$ cat src/rtl/ccr_unit.sv
// Condition-code register (Z/C/N) for the five-stage pipeline.
// Flags are updated from the ALU and SETC/CLRC, and a taken conditional jump
// clears the flag it consumed.
// Optional feature: define CCR_SHADOW_EN to build a LIFO shadow stack. The stack
// saves the flags on interrupt entry and restores them on RTI.
module ccr_unit #(
    parameter int unsigned DEPTH = 2
) (
    input  logic       clk_i,
    input  logic       rst_ni,
    input  logic       alu_valid_i,
    input  logic [2:0] alu_mask_i,
    input  logic [2:0] alu_flags_i,
    input  logic       setc_i,
    input  logic       clrc_i,
    input  logic       jmp_taken_i,
    input  logic [1:0] jmp_type_i,
    input  logic       int_save_i,
    input  logic       rti_restore_i,
    output logic [2:0] ccr_o,
    output logic [2:0] depth_cnt_o,
    output logic       shadow_full_o,
    output logic       shadow_empty_o,
    output logic       err_ovf_o,
    output logic       err_unf_o
);

    localparam int unsigned FlagZ = 0;
    localparam int unsigned FlagC = 1;
    localparam int unsigned FlagN = 2;

    logic [2:0] ccr_q, ccr_d;
    logic [2:0] flags_upd;

    // Flag update: ALU write, then C override (clrc wins), then jump consume.
    always_comb begin
        flags_upd = ccr_q;
        for (int i = 0; i < 3; i++) begin
            if (alu_valid_i && alu_mask_i[i]) begin
                flags_upd[i] = alu_flags_i[i];
            end
        end
        if (setc_i) flags_upd[FlagC] = 1'b1;
        if (clrc_i) flags_upd[FlagC] = 1'b0;
        if (jmp_taken_i) begin
            case (jmp_type_i)
                2'd0:    flags_upd[FlagZ] = 1'b0;
                2'd1:    flags_upd[FlagN] = 1'b0;
                2'd2:    flags_upd[FlagC] = 1'b0;
                default: ;
            endcase
        end
    end

`ifdef CCR_SHADOW_EN
    // Storage is sized for the largest legal DEPTH; entries at or above DEPTH
    // are never written and so carry no logic.
    logic [2:0] stack_q [4];
    logic [2:0] depth_q, depth_d;
    logic       ovf_q, ovf_d;
    logic       unf_q, unf_d;
    logic       full, empty;
    logic       do_push, do_pop;
    logic [1:0] push_idx, pop_idx;

    // Stack control: a pop beats a same-cycle push, and the push is flagged as overflow.
    always_comb begin
        full     = (depth_q == 3'(DEPTH));
        empty    = (depth_q == 3'd0);
        do_pop   = rti_restore_i && !empty;
        do_push  = int_save_i && !rti_restore_i && !full;
        push_idx = depth_q[1:0];
        pop_idx  = depth_q[1:0] - 2'd1;
        ccr_d    = do_pop ? stack_q[pop_idx] : flags_upd;
        depth_d  = depth_q;
        if (do_pop) begin
            depth_d = depth_q - 3'd1;
        end else if (do_push) begin
            depth_d = depth_q + 3'd1;
        end
        ovf_d = ovf_q | (int_save_i && (full || rti_restore_i));
        unf_d = unf_q | (rti_restore_i && empty);
    end

    // Flag, depth and sticky error registers.
    always_ff @(posedge clk_i or negedge rst_ni) begin
        if (!rst_ni) begin
            ccr_q   <= 3'b000;
            depth_q <= 3'd0;
            ovf_q   <= 1'b0;
            unf_q   <= 1'b0;
        end else begin
            ccr_q   <= ccr_d;
            depth_q <= depth_d;
            ovf_q   <= ovf_d;
            unf_q   <= unf_d;
        end
    end

    // Stack contents need no reset; the pre-update flags are saved.
    always_ff @(posedge clk_i) begin
        if (do_push) begin
            stack_q[push_idx] <= ccr_q;
        end
    end

    assign depth_cnt_o    = depth_q;
    assign shadow_full_o  = full;
    assign shadow_empty_o = empty;
    assign err_ovf_o      = ovf_q;
    assign err_unf_o      = unf_q;
`else
    localparam int unsigned unused_depth = DEPTH;
    logic unused_shadow;
    assign unused_shadow = int_save_i ^ rti_restore_i;

    // Without the shadow stack, only the flag update path exists.
    always_comb begin
        ccr_d = flags_upd;
    end

    // Flag register.
    always_ff @(posedge clk_i or negedge rst_ni) begin
        if (!rst_ni) begin
            ccr_q <= 3'b000;
        end else begin
            ccr_q <= ccr_d;
        end
    end

    assign depth_cnt_o    = 3'd0;
    assign shadow_full_o  = 1'b0;
    assign shadow_empty_o = 1'b1;
    assign err_ovf_o      = 1'b0;
    assign err_unf_o      = 1'b0;
`endif

    assign ccr_o = ccr_q;

endmodule
$ cat config.mk
export PLATFORM = sky130hd
export DESIGN_NAME = ccr_unit
export DESIGN_NICKNAME = d
export VERILOG_FILES = /design/src/rtl/ccr_unit.sv
export SDC_FILE = /design/constraint.sdc
export NUM_CORES = 1
export LEC_CHECK = 0
export ABC_AREA = 1
export BUFFER_PORTS_ARGS = -buffer_cell sky130_fd_sc_hd__buf_4
export CORE_AREA = 4 4 41 43
export DETAILED_ROUTE_END_ITERATION = 10
export DIE_AREA = 0 0 45 47
export PLACE_DENSITY = 0.44
export SYNTH_ARGS = -nofsm -noshare
export SYNTH_HDL_FRONTEND = slang
export SYNTH_SLANG_ARGS = --single-unit
$ cat constraint.sdc
create_clock -name clk_i -period 1 [get_ports clk_i]
set_clock_uncertainty 0.15 [all_clocks]
set_input_delay 0.1 -clock clk_i [delete_from_list [all_inputs] [get_ports clk_i]]
set_output_delay 0.1 -clock clk_i [all_outputs]
set_load 0.005 [all_outputs]
==> run summary, run 1 <==
Post-Synthesis Cells -> 34
TritonCTS Buffers -> 3
Die width -> 45 um
Synthesis-to-finish area growth -> 81.5%
Fillcell total -> 152
Initial Utilization -> 0.177
Total core area -> 0.00130 mm2
Clk sinks -> 3
Cell family with most CP delay -> flip-flops
Clock latency at the later pin of the worst-skew pair -> 230 ps
Synth top area cells -> dfrtp_1 33%, buf_4 23%, nand2_1 9.8%
Status -> complete, but fails checks
Drt total wl -> 575 um
Final #Nets -> 73
Initial antenna violation count -> 0
Critical path endpoint category -> output pin
Vias in the first global route -> 223
Antenna Violating Nets Remaining -> 0
Vias -> 244
Die area -> 0.00212 mm2
CP Depth -> 1
Depth of the worst hold-timing path -> 3
Clock root buffer -> clkbuf_4
Total Power -> 0.481 mW
Critical Path RT -> 750 ps
Worst Reg-to-Reg Cells -> 4
Fin util -> 0.321
CP max FO -> 2
Slowest stage delay, CP -> 370 ps
Die Y -> 47 um
Count of cell types in the netlist -> 11
H-tree levels -> 1
Fraction of layout cells with a size suffix above 1 -> 0.357
Crit Path Category -> register to output pin
WP data arrival -> 730 ps
Largest register FFs -> 3
WL/cell -> 8.10 um
Type of the most critical hold path -> input port to register
Peak Freq -> 1.02 GHz
Setup crit start kind -> register
Leading area contributor after synthesis -> dfrtp_1
Inserted Diodes -> 0
Largest net degree at the start of global routing -> 6
Clk pin slew, worst setup/hold paths -> 40 ps
TritonCTS clock tree -> done
Mean Syn Cell Area -> 6.77 um2
Buf/Inv on CP -> 1
Postcts setup bufs -> 0
Leak pwr -> 0.237 nW
Number of synthesis warnings -> 0
Max IR drop VDD -> 0.393 mV
Most frequent cells in the layout -> 14 x buf_4, 7 x conb_1, 6 x nand2_1
IO Pins -> 26
Mapped Area -> 230 um2
Clock buffer depth -> 2
Port buffer count -> 16
First-pass GRT wire length -> 834 um
Drt drc -> 0
# setup viols final -> 0
Tot GR Track Use -> 0.0594
Max Slew Vio Count -> 0
First-pass DRT Iterations -> 1
Gp weighted congestion -> 0.600
Commonest non-fill, non-tap cell in the layout -> buf_4
Fin. Hold Viols -> 2
Synth top area share -> 0.326
Post-DR vias/cell -> 3.44
Failing checks -> negative hold slack
Post-DP HPWL -> 461 um
#FFs+latches synth -> 3
Max Cap Violations -> 0
Sequential element share of the synthesized area -> 0.326
Final min period -> 983 ps
RSZ-0062 raised after global routing -> yes
Final period util -> 0.983
Slowest stage cell, crit path -> dfrtp_1
Rows -> 13
Grt total ovfl -> 0
PD cells -> 1150 mW/mm2
Crit path cell chain -> buf_4
Final hold slack -> -18.7 ps
DRT iter0 DRCs -> 0
worst register-to-register path, stage by stage (launching register included):
cell     delay, ps
dfrtp_1        380
inv_1           60
a21oi_1         30
nor2_1         120
nor2_1          50
routing by layer:
layer	GRT usage	wire length, um	vias to the layer above
met5	0	0	-
met4	0.0526	0	0
met3	0.0268	87	0
met2	0.0960	286	13
met1	0.0573	201	97
li1	-	-	134
worst paths after layout:
path | from | end | slack [ps]
max in group asynchronous | rst_ni | ccr_o[1] | 550
min reg2reg | ccr_o[0] | ccr_o[0] | 390
min | jmp_type_i[1] | ccr_o[2] | -20
max reg2reg | ccr_o[1] | ccr_o[1] | 100
min in group asynchronous | rst_ni | ccr_o[2] | 60
max | ccr_o[0] | ccr_o[0] | 20
cell usage after synthesis, drive strengths merged:
| cell | count |
|---|---|
| o21ai | 1 |
| conb | 2 |
| nand3 | 2 |
| nor2 | 3 |
| o21bai | 1 |
| nor3 | 2 |
| inv | 5 |
| dfrtp | 3 |
| nand2 | 6 |
| buf | 7 |
| a21oi | 2 |
stage by stage:
step	setup TNS, ps	hold WS, ps	cell area (um2)	std cells	setup WS (ps)
2_1_floorplan	0	-346	249	39	157
3_3_place_gp	0	-258	335	63	126
3_5_place_dp	0	-258	335	63	115
4_1_cts	0	-24.5	412	72	3.62
5_1_grt	-18.1	2.39	418	71	-9.14
6_report	0	-18.7	418	71	16.8
layout make-up:
| type | instances | area (um2) | share of cell area |
|---|---|---|---|
| Multi-Input combinational cell | 24 | 110 | 0.263 |
| Tap cell | 15 | 18.8 | 0.0449 |
| Clock buffer | 4 | 26.3 | 0.0629 |
| Sequential cell | 3 | 75.1 | 0.180 |
| Timing Repair Buffer | 20 | 169 | 0.404 |
| Inverter | 5 | 18.8 | 0.0449 |
cells by family after synthesis:
kind of cell | after synthesis | share of synthesized area
other | 2 | 0.0326
AOI/OAI and AO/OA | 4 | 0.0978
and+or+nand+nor | 13 | 0.234
buffers and inverters | 12 | 0.310
DFF | 3 | 0.326
what timing repair did:
| action | in CTS | in global routing |
|---|---|---|
| gates resized for setup | 0 | 4 |
| endpoints found under the hold margin | 6 | 0 |
| setup endpoints to repair | 0 | 4 |
| hold buffers | 5 | 0 |
power by group:
| group | total (mW) | switching [mW] | leakage (nW) | internal [mW] |
|---|---|---|---|---|
| clock network | 0.211 | 0.0613 | 0.0150 | 0.149 |
| registers | 0.143 | 0.00719 | 0.0374 | 0.136 |
| logic | 0.128 | 0.0494 | 0.184 | 0.0782 |
No activity file was read; power rests on OpenSTA's default activity.
==> run 2, diff against run 1 <==
--- a/config.mk
+++ b/config.mk
@@ -7,9 +7,9 @@
 export LEC_CHECK = 0
 export ABC_AREA = 1
 export BUFFER_PORTS_ARGS = -buffer_cell sky130_fd_sc_hd__buf_4
-export CORE_AREA = 4 4 41 43
+export CORE_AREA = 2 2 39 41
 export DETAILED_ROUTE_END_ITERATION = 10
-export DIE_AREA = 0 0 45 47
+export DIE_AREA = 0 0 41 43
 export PLACE_DENSITY = 0.44
 export SYNTH_ARGS = -nofsm -noshare
 export SYNTH_HDL_FRONTEND = slang
==> run 2 against run 1 <==
The flow still finishes with violations (negative hold slack); core utilization down 3.0 points; critical path depth unchanged; sequential power about the same; maximum frequency down 0.57%; sequential cell count unchanged; sequential share of layout area up 0.67 points; clock power up 2%; die area down 17%.
==> run summary, run 2 (synthesis gave the netlist of run 1 again) <==
PD cells -> 1190 mW/mm2 (+3.6%)
RSZ-0062 raised after global routing -> yes
Drt drc -> 0 (unchanged)
Vias -> 257 (+5.3%)
Slowest stage delay, CP -> 370 ps (about the same)
TritonCTS clock tree -> done
Fraction of layout cells with a size suffix above 1 -> 0.364 (+0.00649)
Logic pwr share -> 0.253 (-0.012)
H-tree levels -> 1 (unchanged)
Status -> complete, but fails checks
Net switching power -> 0.120 mW (+2.0%)
Internal -> 0.360 mW (-0.80%)
Multi-input logic area -> 106 um2 (-3.4%)
IO Pins -> 26 (unchanged)
CP max FO -> 2 (unchanged)
Final #Nets -> 72 (-1.4%)
Slowest stage cell, crit path -> dfrtp_1
Depth of the worst hold-timing path -> 3 (unchanged)
Setup TNS -> 0 ps (unchanged)
WP data arrival -> 740 ps (about the same)
Initial Utilization -> 0.166 (-0.0106)
Die Y -> 43 um (-8.5%)
Peak Freq -> 1.01 GHz (-0.57%)
Antenna Violating Nets Remaining -> 0 (unchanged)
TritonCTS Buffers -> 3 (unchanged)
Buf/Inv on CP -> 1 (unchanged)
Gp weighted congestion -> 0.557 (-7.2%)
Commonest non-fill, non-tap cell in the layout -> buf_4
First-pass DRT Iterations -> 2 (+1)
Switch share -> 0.250 (+0.00526)
First-pass GRT wire length -> 807 um (-3.2%)
FF/Latch Area -> 75.1 um2 (unchanged)
Tot GR Track Use -> 0.0745 (+0.0151)
Max Cap Violations -> 0 (unchanged)
Seq pwr share -> 0.297 (about the same)
Fillcell total -> 164 (+7.9%)
Final period util -> 0.989 (+0.00568)
Initial antenna violation count -> 0 (unchanged)
Clk pin slew, worst setup/hold paths -> 40 ps (about the same)
Cell family with most CP delay -> flip-flops
# setup viols final -> 0 (unchanged)
Synthesis-to-finish area growth -> 75.0%
Clock buffer depth -> 2 (unchanged)
Worst Reg-to-Reg Cells -> 4 (unchanged)
Port buffer count -> 16 (unchanged)
Clock root buffer -> clkbuf_4
Setup ws final -> 11.1 ps (-5.68 ps)
Vias in the first global route -> 242 (+8.5%)
Clk pwr share -> 0.450 (+0.012)
Crit path cell chain -> buf_4
Type of the most critical hold path -> input port to register
Final min period -> 989 ps (+5.68 ps)
Most frequent cells in the layout -> 15 x buf_4, 7 x conb_1, 6 x nand2_1
Max Slew Vio Count -> 0 (unchanged)
Rows -> 14 (+1)
Final hold slack -> -26.8 ps (-8.08 ps)
Largest net degree at the start of global routing -> 6 (unchanged)
Max IR drop VDD -> 0.307 mV (-22%)
Total core area -> 0.00138 mm2 (+6.3%)
WL/cell -> 7.31 um (-9.7%)
Die width -> 41 um (-8.9%)
Critical Path RT -> 750 ps (about the same)
Clk sinks -> 3 (unchanged)
Postcts setup bufs -> 0 (unchanged)
Crit Path Category -> register to output pin
Leak pwr -> 0.232 nW (-2.1%)
CP Depth -> 1 (unchanged)
Post-DR vias/cell -> 3.62 (+5.3%)
Clock latency at the later pin of the worst-skew pair -> 230 ps (about the same)
Setup crit start kind -> register
Total Power -> 0.481 mW (-0.11%)
Fin. Hold Viols -> 2 (unchanged)
Drt total wl -> 519 um (-9.7%)
Failing checks -> negative hold slack
Die area -> 0.00176 mm2 (-17%)
Largest register FFs -> 3 (unchanged)
Post-Place Setup Slack -> 130 ps (+15.0 ps)
Inserted Diodes -> 0 (unchanged)
Grt total ovfl -> 0 (unchanged)
DRT iter0 DRCs -> 1 (+1)
Critical path endpoint category -> output pin
## run 2: final cells by class
class	count	share of cell area
inverter	5	0.0466
tap	16	0.0497
sequential	3	0.186
multi-input combinational	24	0.264
timing repair buffer	19	0.388
clock buffer	4	0.0652
## run 2: tightest hold or removal path: stages
cell and delay (ps):
buf_4 90, nor3_1 40, nor2_1 80
## run 2: per-layer routing
| layer | vias to the layer above | global-route usage | part of all wire |
|---|---|---|---|
| met4 | 0 | 0.0800 | 0.031 |
| met2 | 16 | 0.113 | 0.50 |
| met5 | - | 0 | 0 |
| met3 | 2 | 0.0314 | 0.13 |
| li1 | 130 | - | - |
| met1 | 109 | 0.0649 | 0.34 |
## run 2: worst paths after layout
kind                                from  endpoint  slack, ps
min in group asynchronous         rst_ni  ccr_o[1]         40
max reg2reg                     ccr_o[1]  ccr_o[1]        130
min reg2reg                     ccr_o[0]  ccr_o[0]        400
max                             ccr_o[1]  ccr_o[1]         10
max in group asynchronous         rst_ni  ccr_o[0]        560
min                        jmp_type_i[1]  ccr_o[2]        -30
## run 2: power by group through the flow
stage	Sequential (mW)	Combinational (mW)	Clock (mW)
finish	0.143	0.122	0.216
global route	0.144	0.139	0.226
CTS	0.142	0.118	0.226
detailed placement	0.144	0.108	0
global placement	0.144	0.107	0
floorplan	0.145	0.0554	0
## run 2: metrics by stage
step | area, um2 | cells | utilization
final | 403 | 71 | 0.291
after global routing | 403 | 71 | 0.291
after CTS | 393 | 71 | 0.284
after detailed placement | 337 | 64 | 0.243
after global placement | 337 | 64 | 0.243
after floorplan | 249 | 39 | -
## run 2: repair_timing
action | CTS | global route
hold endpoints to repair | 6 | 0
gates resized for setup | 0 | 3
setup endpoints to repair | 0 | 2
hold buffers | 3 | 0
==> run 3, diff against run 2 <==
==> constraint.sdc (replaced) <==
create_clock -name clk_i -period 1 [get_ports clk_i]
set_clock_uncertainty 0.15 [all_clocks]
set_input_delay 0.1 -clock clk_i [delete_from_list [all_inputs] [get_ports clk_i]]
set_output_delay 0.1 -clock clk_i [all_outputs]
set_load 0.01 [all_outputs]
==> run 3 against run 2 <==
Count of clock-buffer cells in the layout unchanged; hold slack is the same; critical endpoint unchanged; worst setup slack is essentially flat; critical path type unchanged; die area unchanged; sequential power about the same; the flow still finishes with violations (negative hold slack); critical path depth stayed put; global-route usage did not move; core utilization increased by 0.54 points; non-clock buffer count is the same; routed wire length is the same.
==> run summary, run 3 (synthesis gave the netlist of run 1 again) <==
Clk pin slew, worst setup/hold paths -> 40 ps (about the same)
Grt total ovfl -> 0 (unchanged)
Total core area -> 0.00138 mm2 (unchanged)
Total Power -> 0.499 mW (+3.8%)
Post-DR vias/cell -> 3.62 (unchanged)
Type of the most critical hold path -> input port to register
Max IR drop VDD -> 0.309 mV (+0.78%)
H-tree levels -> 1 (unchanged)
Port buffer count -> 16 (unchanged)
First-pass GRT wire length -> 807 um (unchanged)
Die area -> 0.00176 mm2 (unchanged)
Post-route cell area -> 410 um2 (+1.9%)
Largest net degree at the start of global routing -> 6 (unchanged)
Peak Freq -> 1.01 GHz (unchanged)
TritonCTS clock tree -> done
Setup TNS -> 0 ps (unchanged)
Rows -> 14 (unchanged)
Failing checks -> negative hold slack
Clock root buffer -> clkbuf_4
WL/cell -> 7.31 um (unchanged)
Flop2flop setup slack -> 120 ps (about the same)
Critical path endpoint category -> output pin
Setup crit start kind -> register
IO Pins -> 26 (unchanged)
Synthesis-to-finish area growth -> 78.3%
CP max FO -> 2 (unchanged)
Status -> complete, but fails checks
Fraction of layout cells with a size suffix above 1 -> 0.364 (unchanged)
TritonCTS Buffers -> 3 (unchanged)
Fin. Hold Viols -> 2 (unchanged)
Setup ws final -> 11.1 ps (-0.00820 ps)
Final #Nets -> 72 (unchanged)
Final period util -> 0.989 (about the same)
Final min period -> 989 ps (+0.00820 ps)
Final hold slack -> -26.8 ps (unchanged)
Vias -> 257 (unchanged)
Drt drc -> 0 (unchanged)
Clock buffer depth -> 2 (unchanged)
Inserted Diodes -> 0 (unchanged)
PD cells -> 1220 mW/mm2 (+1.9%)
Crit path cell chain -> buf_6
WP data arrival -> 740 ps (about the same)
Gp weighted congestion -> 0.557 (unchanged)
Clk sinks -> 3 (unchanged)
First-pass DRT Iterations -> 2 (unchanged)
Crit Path Category -> register to output pin
Tot GR Track Use -> 0.0745 (unchanged)
Slowest stage delay, CP -> 380 ps (about the same)
Clock latency at the later pin of the worst-skew pair -> 230 ps (about the same)
Buf/Inv on CP -> 1 (unchanged)
Cell family with most CP delay -> flip-flops
Max Slew Vio Count -> 0 (unchanged)
Initial Utilization -> 0.166 (unchanged)
Die Y -> 43 um (unchanged)
Initial antenna violation count -> 0 (unchanged)
Die width -> 41 um (unchanged)
Postcts setup bufs -> 0 (unchanged)
Largest register FFs -> 3 (unchanged)
Most frequent cells in the layout -> 13 x buf_4, 7 x conb_1, 6 x nand2_1
Critical Path RT -> 750 ps (about the same)
Vias in the first global route -> 242 (unchanged)
# setup viols final -> 0 (unchanged)
Slowest stage cell, crit path -> dfrtp_1
DRT iter0 DRCs -> 1 (unchanged)
Max Cap Violations -> 0 (unchanged)
Fin util -> 0.297 (+0.00543)
Commonest non-fill, non-tap cell in the layout -> buf_4
Drt total wl -> 519 um (unchanged)
Leak pwr -> 0.234 nW (+0.95%)
Placed Area -> 337 um2 (unchanged)
RSZ-0062 raised after global routing -> yes
Post-Place Setup Slack -> 130 ps (unchanged)
Antenna Violating Nets Remaining -> 0 (unchanged)
==> run 3: worst reg2reg max path: stages (launching register included) <==
cell and delay [ps]:
dfrtp_1 380, inv_1 60, a21oi_1 30, nor2_1 110
nor2_1 40
==> run 3: per-layer routing <==
layer  GRT usage  share of wire
met5           0              0
met4      0.0800          0.031
met2       0.113           0.50
met1      0.0649           0.34
met3      0.0314           0.13
==> run 3: timing repair <==
item                                    in CTS  in global routing
endpoints found under the setup margin       3                  3
hold endpoints to repair                     6                  0
gates resized for setup                      3                  2
hold buffers                                 3                  0
pin swaps                                    0                  1
==> run 3: area by class of cell <==
| class | count | area [um2] |
|---|---|---|
| Clock buffer | 4 | 26.3 |
| Fill cell | 163 | 973 |
| Inverter | 5 | 18.8 |
| Multi-Input combinational cell | 24 | 106 |
| Sequential cell | 3 | 75.1 |
| Tap cell | 16 | 20.0 |
| Timing Repair Buffer | 19 | 164 |
==> run 3: final timing paths <==
kind                       depth (start not counted)     startpoint  endpoint
max                                                1       ccr_o[1]  ccr_o[1]
min                                                3  jmp_type_i[1]  ccr_o[2]
max reg2reg                                        4       ccr_o[1]  ccr_o[1]
min reg2reg                                        2       ccr_o[0]  ccr_o[0]
max in group asynchronous                          2         rst_ni  ccr_o[0]
min in group asynchronous                          2         rst_ni  ccr_o[1]
==> run 3: stage by stage <==
step	instances	hold slack [ps]
finish	71	-26.8
global route	71	8.30
CTS	71	-32.7
detailed placement	64	-257
global placement	64	-258
floorplan	39	-346
==> run 3: where the power goes <==
part,switching [mW],internal (mW)
Sequential,0.00880,0.136
Clock,0.0664,0.150
Combinational,0.0577,0.0807
